File: src/rtl/ps2_pkg.sv
// rtl/ps2_pkg.sv - shared PS/2 state encoding, command constants and parity helper
//
// Purpose: common definitions for the PS/2 host transmitter (and the receive path).
// Ports:   none (package).
// Build option: none here; PS2_TX_GLITCH_FILTER_EN is consumed by ps2_line_sync.

package ps2_pkg;

    typedef enum logic [2:0] {
        ST_IDLE      = 3'd0,
        ST_INHIBIT   = 3'd1,
        ST_REQ       = 3'd2,
        ST_BITS      = 3'd3,
        ST_ACK       = 3'd4,
        ST_WAIT_IDLE = 3'd5,
        ST_DONE      = 3'd6
    } ps2_tx_state_e;

    localparam logic [7:0] PS2_CMD_SET_LEDS = 8'hED;
    localparam logic [7:0] PS2_ACK          = 8'hFA;

    // Bit index of the stop bit within the 10-bit host frame {stop, parity, data}.
    localparam logic [3:0] PS2_STOP_IDX = 4'd9;

    // PS/2 uses odd parity: total ones across data+parity is odd.
    function automatic logic odd_parity(input logic [7:0] d);
        return ~^d;
    endfunction

endpackage

File: src/rtl/ps2_line_sync.sv
// rtl/ps2_line_sync.sv - 2-FF synchronizer, optional glitch filter and fall detector for one PS/2 line
//
// Purpose: bring a raw open-drain PS/2 pin into the clk domain and flag 1->0 transitions.
// Ports:
//   clk    in  system clock
//   reset  in  synchronous, active-high
//   din    in  raw asynchronous pin level
//   level  out synchronized (and, if enabled, filtered) line level
//   fall   out one-cycle pulse when level goes 1->0
// Build option: PS2_TX_GLITCH_FILTER_EN -- level changes only after FILTER_LEN consecutive
//   equal synchronized samples; otherwise level follows the synchronizer directly.

module ps2_line_sync #(
    parameter int FILTER_LEN = 8
) (
    input  logic clk,
    input  logic reset,
    input  logic din,
    output logic level,
    output logic fall
);

`ifdef PS2_TX_GLITCH_FILTER_EN
    localparam bit FILTER_EN = 1'b1;
`else
    localparam bit FILTER_EN = 1'b0;
`endif

    // With the filter disabled a run length of one makes level track the synchronizer.
    localparam int EFF_LEN = FILTER_EN ? FILTER_LEN : 1;
    localparam int RUN_W   = $clog2(EFF_LEN + 1);

    logic             meta_q, sync_q;
    logic             level_q, level_d;
    logic             prev_q;
    logic [RUN_W-1:0] run_q, run_d;

    // Count consecutive samples that disagree with the current level; any agreeing sample
    // restarts the run, so short glitches never reach the output.
    always_comb begin
        level_d = level_q;
        run_d   = '0;
        if (sync_q != level_q) begin
            if (run_q == RUN_W'(EFF_LEN - 1)) begin
                level_d = sync_q;
            end else begin
                run_d = run_q + RUN_W'(1);
            end
        end
    end

    // Idle PS/2 lines are pulled high, so reset to 1 to avoid a false fall.
    always_ff @(posedge clk) begin
        if (reset) begin
            meta_q  <= 1'b1;
            sync_q  <= 1'b1;
            level_q <= 1'b1;
            prev_q  <= 1'b1;
            run_q   <= '0;
        end else begin
            meta_q  <= din;
            sync_q  <= meta_q;
            level_q <= level_d;
            prev_q  <= level_q;
            run_q   <= run_d;
        end
    end

    assign level = level_q;
    assign fall  = prev_q & ~level_q;

endmodule

File: src/rtl/ps2_host_tx.sv
// rtl/ps2_host_tx.sv - PS/2 host-to-device byte transmitter driving open-drain pull-low enables
//
// Purpose: send one command byte to a PS/2 device (inhibit, request-to-send, 10 bits, ack).
// Ports:
//   clk100       in   100 MHz system clock
//   reset        in   synchronous, active-high
//   ps2_clk_in   in   raw PS/2 clock pin level
//   ps2_data_in  in   raw PS/2 data pin level
//   ps2_clk_oe   out  1 = pull PS/2 clock low
//   ps2_data_oe  out  1 = pull PS/2 data low
//   tx_data      in   byte to send, sampled with tx_start
//   tx_start     in   one-cycle request, ignored unless idle
//   tx_busy      out  frame in progress
//   tx_complete  out  one-cycle end-of-frame pulse
//   tx_error     out  one-cycle pulse with tx_complete on NACK or timeout
// Build option: PS2_TX_GLITCH_FILTER_EN (see ps2_line_sync).

module ps2_host_tx
    import ps2_pkg::*;
#(
    parameter int INHIBIT_CYCLES = 10000,
    parameter int TIMEOUT_CYCLES = 2000000,
    parameter int FILTER_LEN     = 8
) (
    input  logic       clk100,
    input  logic       reset,
    input  logic       ps2_clk_in,
    input  logic       ps2_data_in,
    output logic       ps2_clk_oe,
    output logic       ps2_data_oe,
    input  logic [7:0] tx_data,
    input  logic       tx_start,
    output logic       tx_busy,
    output logic       tx_complete,
    output logic       tx_error
);

    localparam int CNT_MAX = (TIMEOUT_CYCLES > INHIBIT_CYCLES) ? TIMEOUT_CYCLES : INHIBIT_CYCLES;
    localparam int CNT_W   = $clog2(CNT_MAX + 1);

    localparam logic [CNT_W-1:0] INHIBIT_LAST = CNT_W'(INHIBIT_CYCLES - 1);
    // Start bit goes low one cycle before the clock is released so data is stable first.
    localparam logic [CNT_W-1:0] START_AT     = CNT_W'(INHIBIT_CYCLES - 2);
    localparam logic [CNT_W-1:0] TIMEOUT_LAST = CNT_W'(TIMEOUT_CYCLES - 1);

    ps2_tx_state_e    state_q, state_d;
    logic [CNT_W-1:0] cnt_q, cnt_d;
    logic [3:0]       bit_q, bit_d;
    logic [9:0]       frame_q, frame_d;
    logic             clk_oe_q, clk_oe_d;
    logic             data_oe_q, data_oe_d;
    logic             err_q, err_d;

    logic clk_level, clk_fall;
    logic data_level, data_fall_unused;
    logic timing;

    ps2_line_sync #(.FILTER_LEN(FILTER_LEN)) u_clk_sync (
        .clk   (clk100),
        .reset (reset),
        .din   (ps2_clk_in),
        .level (clk_level),
        .fall  (clk_fall)
    );

    ps2_line_sync #(.FILTER_LEN(FILTER_LEN)) u_data_sync (
        .clk   (clk100),
        .reset (reset),
        .din   (ps2_data_in),
        .level (data_level),
        .fall  (data_fall_unused)
    );

    // States in which the device owns the clock and may stall us forever.
    assign timing = (state_q == ST_REQ) || (state_q == ST_BITS) ||
                    (state_q == ST_ACK) || (state_q == ST_WAIT_IDLE);

    always_comb begin
        state_d   = state_q;
        cnt_d     = cnt_q;
        bit_d     = bit_q;
        frame_d   = frame_q;
        clk_oe_d  = clk_oe_q;
        data_oe_d = data_oe_q;
        err_d     = err_q;

        case (state_q)
            ST_IDLE: begin
                if (tx_start) begin
                    frame_d   = {1'b1, odd_parity(tx_data), tx_data};
                    bit_d     = '0;
                    cnt_d     = '0;
                    err_d     = 1'b0;
                    clk_oe_d  = 1'b1;
                    data_oe_d = 1'b0;
                    state_d   = ST_INHIBIT;
                end
            end
            ST_INHIBIT: begin
                cnt_d = cnt_q + CNT_W'(1);
                if (cnt_q == START_AT) begin
                    data_oe_d = 1'b1;
                end
                if (cnt_q == INHIBIT_LAST) begin
                    clk_oe_d  = 1'b0;
                    data_oe_d = 1'b1;
                    cnt_d     = '0;
                    state_d   = ST_REQ;
                end
            end
            ST_REQ: begin
                state_d = ST_BITS;
            end
            ST_BITS: begin
                // Update data only right after a fall, while the device holds clock low.
                if (clk_fall) begin
                    data_oe_d = ~frame_q[bit_q];
                    if (bit_q == PS2_STOP_IDX) begin
                        state_d = ST_ACK;
                    end else begin
                        bit_d = bit_q + 4'd1;
                    end
                end
            end
            ST_ACK: begin
                if (clk_fall) begin
                    err_d   = data_level;
                    state_d = ST_WAIT_IDLE;
                end
            end
            ST_WAIT_IDLE: begin
                if (clk_level && data_level) begin
                    state_d = ST_DONE;
                end
            end
            ST_DONE: begin
                state_d = ST_IDLE;
            end
            default: begin
                state_d = ST_IDLE;
            end
        endcase

        // Counter was cleared on REQ entry; it lands DONE exactly TIMEOUT_CYCLES later.
        if (timing) begin
            cnt_d = cnt_q + CNT_W'(1);
            if (cnt_q == TIMEOUT_LAST) begin
                state_d   = ST_DONE;
                err_d     = 1'b1;
                clk_oe_d  = 1'b0;
                data_oe_d = 1'b0;
            end
        end
    end

    always_ff @(posedge clk100) begin
        if (reset) begin
            state_q   <= ST_IDLE;
            cnt_q     <= '0;
            bit_q     <= '0;
            frame_q   <= '0;
            clk_oe_q  <= 1'b0;
            data_oe_q <= 1'b0;
            err_q     <= 1'b0;
        end else begin
            state_q   <= state_d;
            cnt_q     <= cnt_d;
            bit_q     <= bit_d;
            frame_q   <= frame_d;
            clk_oe_q  <= clk_oe_d;
            data_oe_q <= data_oe_d;
            err_q     <= err_d;
        end
    end

    assign ps2_clk_oe  = clk_oe_q;
    assign ps2_data_oe = data_oe_q;
    assign tx_busy     = (state_q != ST_IDLE);
    assign tx_complete = (state_q == ST_DONE);
    assign tx_error    = (state_q == ST_DONE) & err_q;

endmodule
File: config.mk
export PLATFORM = sky130hd
export DESIGN_NAME = ps2_host_tx
export DESIGN_NICKNAME = d
export VERILOG_FILES = /design/src/rtl/ps2_pkg.sv /design/src/rtl/ps2_line_sync.sv /design/src/rtl/ps2_host_tx.sv
export SDC_FILE = /design/constraint.sdc
export NUM_CORES = 1
export LEC_CHECK = 0
export ABC_CLOCK_PERIOD_IN_PS = 1700
export BUFFER_PORTS_ARGS = -buffer_cell sky130_fd_sc_hd__buf_2
export CAP_MARGIN = 40
export CORE_MARGIN = 2
export CORE_UTILIZATION = 54
export CTS_CLUSTER_DIAMETER = 40
export CTS_CLUSTER_SIZE = 16
export DETAILED_ROUTE_END_ITERATION = 10
export GPL_TIMING_DRIVEN = 0
export PLACE_DENSITY = 0.73
export SYNTH_ARGS = -nofsm -noshare
export SYNTH_HDL_FRONTEND = slang
export SYNTH_HIERARCHICAL = 1
export SYNTH_SLANG_ARGS = --single-unit
File: constraint.sdc
create_clock -name clk100 -period 1.7 [get_ports clk100]
set_clock_uncertainty 0.05 [all_clocks]
set_input_delay 0.34 -clock clk100 [delete_from_list [all_inputs] [get_ports clk100]]
set_output_delay 0.34 -clock clk100 [all_outputs]
set_load 0.02 [all_outputs]
==> impl_metrics.py, run 1 <==
metrics = {
    "layout": {
        "n_antenna_cell": 0,
        "seqCellArea_um2": 1030,
        "postLayoutCoreUtil_pct": 71.6,
        "stdcell_count": 379,
        "synthToLayoutAreaGrowth_pct": 26.8,
        "layout.nets": 343,
        "drive_above_1_share_pct": 33.0,
        "fillers": 306,
        "multi_input_area_um2": 1670,
    },
    "detailed_routing": {
        "viasPerCell": 6.03,
        "dr_wl_met3_um": 389,
        "highest_layer": "met4",
        "drt_iter0_drc": 208,
        "wl_per_cell_um": 16.3,
        "wl_met2_um": 2780,
        "via_count": 2284,
        "drtAntennaViolNets": 0,
        "wl_um": 6170,
        "dr.pass1.iters": 5,
        "wl_met1_um": 2870,
        "post-route-drc-count": 0,
    },
    "placement": {
        "gp_congestion": 0.853,
        "dp_slack_ns": -0.262,
        "io_buffers": 17,
        "place.detailed.hpwl_um": 3760,
        "dpl.cell_count": 362,
    },
    "synthesis": {
        "synth_nets": 310,
        "synthCells": 293,
        "yosys_warnings": 6,
        "syn_avg_cell_area_um2": 8.46,
        "synth_area_um2": 2480,
    },
    "worst_setup_path": {
        "arrival_ns": 2.00,
        "cp_top_family": "simple AND/OR/NAND/NOR gates",
        "max_stage_delay_ns": 0.37,
        "cp.buffers_inverters": 1,
        "end_kind": "flop",
        "r2r_setup_slack_ns": -0.15,
        "worstPathRequired_ns": 1.85,
        "worstRegToRegCells": 6,
        "path_class": "reg -> reg",
        "crit_path_start_kind": "flop",
        "crit_path_frequent_cell": "a21o_1",
        "cp_max_fo": 6,
        "path_cells": "nor4_2 > and4_4 > a21o_1 > a21o_1 > buf_6 > nor2_2",
        "path_depth": 6,
        "cpMaxStageDelayCell": "nor4_2",
    },
    "clocking": {
        "cts_buffer_depth": 2,
        "cts-htree-levels": 2,
        "cts_tree": "built",
        "clkSlewWorstSetupHoldPaths_ns": 0.09,
        "clock-root-buffer": "clkbuf_8",
        "hold_buffers": 0,
        "numCtsBuffers": 5,
        "cts.sinks": 50,
        "clk_latency_ns": 0.31,
    },
    "global_routing": {
        "grt_usage_pct": 24.1,
        "grt_pass1_vias": 2050,
        "grt_first_pass_wirelength_um": 9760,
        "grt.overflow.total": 0,
        "antenna_found_initial": 0,
        "grt_max_degree": 16,
    },
    "timing": {
        "setup_tns_ns": -2.00,
        "fin_ws_ns": -0.150,
        "finalCritPeriodShare_pct": 109,
        "slew_headroom_pct": 65.1,
        "max_freq_mhz": 541,
        "finalHoldViolCount": 0,
        "period_needed_ns": 1.85,
        "max_slew.worst_pin.slew_ns": 0.520,
        "rsz0062_at_grt": "true",
        "maxSlewViolCount": 0,
        "setup_viol": 22,
    },
    "power_and_ir_drop": {
        "p_sw_share_pct": 25.2,
        "intPower_mw": 1.69,
        "peakVddDrop_mv": 0.512,
        "p_clk_share_pct": 34.3,
        "powerDensity_nw_per_um2": 717,
        "p_leak_nw": 1.09,
        "power_switching_uw": 567,
        "total_power_mw": 2.25,
        "p_seq_share_pct": 54.1,
        "combPwrFrac_pct": 11.6,
    },
    "run_status": {
        "outcome": "finished, violations left",
        "violations": "negative setup slack",
    },
    "worst_hold_path": {
        "hp-class": "in -> reg",
        "hold_depth": 2,
    },
    "die": {
        "dieArea_um2": 5150,
        "ios": 18,
        "initial_utilization_pct": 56.5,
        "rows": 24,
        "fp.coreArea_um2": 4380,
        "die_y_um": 71.7,
        "die_w_um": 71.7,
    },
    "job": {
        "cap_violations": 0,
    },
}
## stage by stage
step,area [um2],hold WS (ns)
after floorplan,2490,0.339
after global placement,2640,0.341
after detailed placement,2640,0.345
after CTS,2940,0.156
after global routing,3140,0.160
final,3140,0.167
## power groups by stage
stage               Sequential (mW)  Clock [mW]  Combinational (mW)
finish                         1.22       0.773               0.261
detailed placement             1.25           0               0.212
CTS                            1.23       0.788               0.229
global route                   1.22       0.837               0.285
floorplan                      1.25           0               0.152
global placement               1.25           0               0.211
## registers in the layout, summed over array words and instances (netlist names), 3 cells and up
name,cells
cnt_q,21
frame_q,10
bit_q,4
state_q,3
## metal layers
layer / vias to the layer above / GRT usage, %
met3: 13 / 5.77
li1: 1092 / -
met1: 1081 / 34.3
met5: - / 0
met4: 0 / 9.01
met2: 98 / 35.5
## path summary, 6_finish.rpt
check | endpoint | from
min | u_data_sync/meta_q | ps2_data_in
min reg2reg | u_clk_sync/sync_q | u_clk_sync/meta_q
max | cnt_q[5] | cnt_q[4]
max reg2reg | cnt_q[5] | cnt_q[4]
## cells in the final DEF, fill, tap and decap left out, types with 8 or more instances in the layout
cell and instances:
a21oi_1 16, buf_2 17, buf_4 9, dfxtp_1 35, dfxtp_2 9, nand2_1 39
nand3_1 9, nor2_1 25, nor3_1 8, xnor2_1 9, xor2_1 10
## repair_timing
action                                  CTS  global route
pin swaps                                 9            18
gates cloned                              0             1
resized for setup                        42            47
hold endpoints to repair                  0             0
endpoints found under the setup margin   36            39
buffers inserted                          4             4
## layout make-up
class                   instances  area share (%)
plain buffers                  10            2.19
clock buffers                   7            3.07
clock inverters                 1           0.279
inverters                       8           0.956
multi-input cells             225            53.3
flip-flops and latches         50            32.9
well taps                      52            2.07
repair buffers                 26            5.18
No activity file was read; power rests on OpenSTA's default activity.
==> run 2, diff against run 1 <==
--- a/config.mk
+++ b/config.mk
@@ -5,16 +5,16 @@
 export SDC_FILE = /design/constraint.sdc
 export NUM_CORES = 1
 export LEC_CHECK = 0
-export ABC_CLOCK_PERIOD_IN_PS = 1700
+export ABC_CLOCK_PERIOD_IN_PS = 2370
 export BUFFER_PORTS_ARGS = -buffer_cell sky130_fd_sc_hd__buf_2
 export CAP_MARGIN = 40
 export CORE_MARGIN = 2
-export CORE_UTILIZATION = 54
+export CORE_UTILIZATION = 58
 export CTS_CLUSTER_DIAMETER = 40
 export CTS_CLUSTER_SIZE = 16
 export DETAILED_ROUTE_END_ITERATION = 10
 export GPL_TIMING_DRIVEN = 0
-export PLACE_DENSITY = 0.73
+export PLACE_DENSITY = 0.75
 export SYNTH_ARGS = -nofsm -noshare
 export SYNTH_HDL_FRONTEND = slang
 export SYNTH_HIERARCHICAL = 1
==> constraint.sdc (replaced) <==
create_clock -name clk100 -period 2.37 [get_ports clk100]
set_clock_uncertainty 0.05 [all_clocks]
set_input_delay 0.474 -clock clk100 [delete_from_list [all_inputs] [get_ports clk100]]
set_output_delay 0.474 -clock clk100 [all_outputs]
set_load 0.02 [all_outputs]
==> impl_metrics.py, run 2 (synthesis gave the netlist of run 1 again) <==
metrics = {
    "die": {
        "die_y_um": 69.4,
        "dieArea_um2": 4810,
        "ios": 18,
        "initial_utilization_pct": 61.1,
        "rows": 23,
        "die_w_um": 69.4,
        "fp.coreArea_um2": 4060,
    },
    "clocking": {
        "cts-htree-levels": 2,
        "clock-root-buffer": "clkbuf_8",
        "hold_buffers": 0,
        "cts_tree": "built",
        "cts_resized": 0,
        "cts.sinks": 50,
        "numCtsBuffers": 5,
        "clkSlewWorstSetupHoldPaths_ns": 0.10,
        "clk_latency_ns": 0.31,
        "cts_setup_buffers": 0,
        "cts_buffer_depth": 2,
    },
    "layout": {
        "n_antenna_cell": 0,
        "postLayoutCoreUtil_pct": 67.5,
        "drive_above_1_share_pct": 14.5,
        "regMostFlops": "cnt_q",
        "final_cell_mix": "dfxtp_1, nand2_1, nor2_1",
        "synthToLayoutAreaGrowth_pct": 10.6,
        "layout_commonest_cell": "dfxtp_1",
        "largest_reg_flops": 21,
        "fin_area_um2": 2740,
        "reg_top3": "cnt_q x21, frame_q x10, bit_q x4",
        "layout.nets": 334,
    },
    "timing": {
        "rsz0062_at_grt": "false",
        "slew_headroom_pct": 58.7,
        "max_freq_mhz": 455,
        "period_needed_ns": 2.20,
        "finalHoldViolCount": 0,
        "setup_viol": 0,
        "setup_tns_ns": 0,
        "max_slew.worst_pin.slew_ns": 0.619,
        "hold_slack_ns": 0.285,
        "finalCritPeriodShare_pct": 92.7,
        "maxSlewViolCount": 0,
    },
    "placement": {
        "io_buffers": 17,
        "place_area_um2": 2630,
        "place.detailed.hpwl_um": 3800,
        "gp_congestion": 0.818,
    },
    "worst_setup_path": {
        "worstRegToRegCells": 7,
        "startpoint": "cnt_q[1]",
        "r2r_setup_slack_ns": 0.17,
        "rr_startpoint": "cnt_q[1]",
        "worstSetupEndpoint": "cnt_q[19]",
        "path_class": "reg -> reg",
        "cp_max_fo": 10,
        "end_kind": "flop",
        "crit_path_start_kind": "flop",
        "worstPathRequired_ns": 2.53,
        "arrival_ns": 2.35,
        "r2r-end": "cnt_q[19]",
    },
    "worst_hold_path": {
        "worstHoldStart": "ps2_data_in",
        "hp-class": "in -> reg",
    },
    "power_and_ir_drop": {
        "intPower_mw": 1.24,
        "combPwrFrac_pct": 9.4,
        "peakVddDrop_mv": 0.549,
        "total_power_mw": 1.64,
        "power_switching_uw": 401,
        "p_clk_share_pct": 37.1,
        "p_sw_share_pct": 24.4,
        "p_leak_nw": 0.970,
        "p_seq_share_pct": 53.5,
        "powerDensity_nw_per_um2": 600,
    },
    "detailed_routing": {
        "via_count": 2086,
        "wl_um": 5160,
        "drtAntennaViolNets": 0,
        "viasPerCell": 5.67,
        "post-route-drc-count": 0,
        "drt_iter0_drc": 124,
        "dr.pass1.iters": 4,
        "wl_per_cell_um": 14.0,
    },
    "global_routing": {
        "antenna_found_initial": 0,
        "grt_usage_pct": 22.2,
        "grt_pass1_vias": 1798,
        "grt.overflow.total": 0,
        "grt_max_degree": 17,
        "grt_first_pass_wirelength_um": 8630,
    },
    "job": {
        "cap_violations": 0,
    },
    "run_status": {
        "outcome": "finished clean",
    },
}
-- run 2: changes by cell type in the layout (fill, tap and decap cells not counted), moves of 5 or more --
cell | previous run | this run
buf_2 | 17 | 22
dfxtp_4 | 6 | 0
dfxtp_2 | 9 | 0
dfxtp_1 | 35 | 50
buf_4 | 9 | 0
nor3_1 | 8 | 13
nor2_1 | 25 | 32
-- run 2: worst min-delay path by stage --
| stage | endpoint | slack, ns | cells past startpoint |
|---|---|---|---|
| CTS | u_clk_sync/meta_q | 0.28 | 2 |
| detailed placement | u_clk_sync/sync_q | 0.35 | 1 |
| global placement | u_clk_sync/sync_q | 0.34 | 1 |
| finish | u_data_sync/meta_q | 0.28 | 2 |
| floorplan | u_clk_sync/sync_q | 0.34 | 1 |
| global route | u_clk_sync/meta_q | 0.28 | 2 |
-- run 2: critical path, cell delays in order, from the launching register on --
cell,delay [ns]
dfxtp_1,0.40
ha_1,0.26
nand3_1,0.23
nor3_1,0.36
a21o_1,0.25
a21o_1,0.22
buf_2,0.26
nor2_1,0.08
-- run 2: cell type report --
cell class                      instances  area (um2)
Inverter                                8        30.0
Buffer                                 10        43.8
Tap cell                               50        62.6
Clock inverter                          3        45.0
Clock buffer                            5        68.8
Multi-Input combinational cell        225        1400
Fill cell                             332        1320
Timing Repair Buffer                   17        85.1
Sequential cell                        50        1000
-- run 2: power groups by stage --
stage / Combinational, mW / Clock, mW / Sequential [mW]
final: 0.154 / 0.610 / 0.878
after global placement: 0.151 / 0 / 0.897
after global routing: 0.171 / 0.656 / 0.882
after floorplan: 0.108 / 0 / 0.896
after CTS: 0.154 / 0.622 / 0.878
after detailed placement: 0.153 / 0 / 0.898
-- run 2: metrics by stage --
step                      cells  setup WS, ns
final                       368         0.174
after CTS                   368         0.241
after floorplan             293         0.595
after global placement      360         0.315
after global routing        368        0.0649
after detailed placement    360         0.282
-- run 2: metal layers --
metal | vias to the layer above | wire [um] | track usage [%]
li1 | 1078 | - | -
met1 | 960 | 2660 | 34.4
met2 | 43 | 2200 | 30.9
met3 | 5 | 248 | 5.67
met4 | 0 | 46 | 4.58
met5 | - | 0 | 0
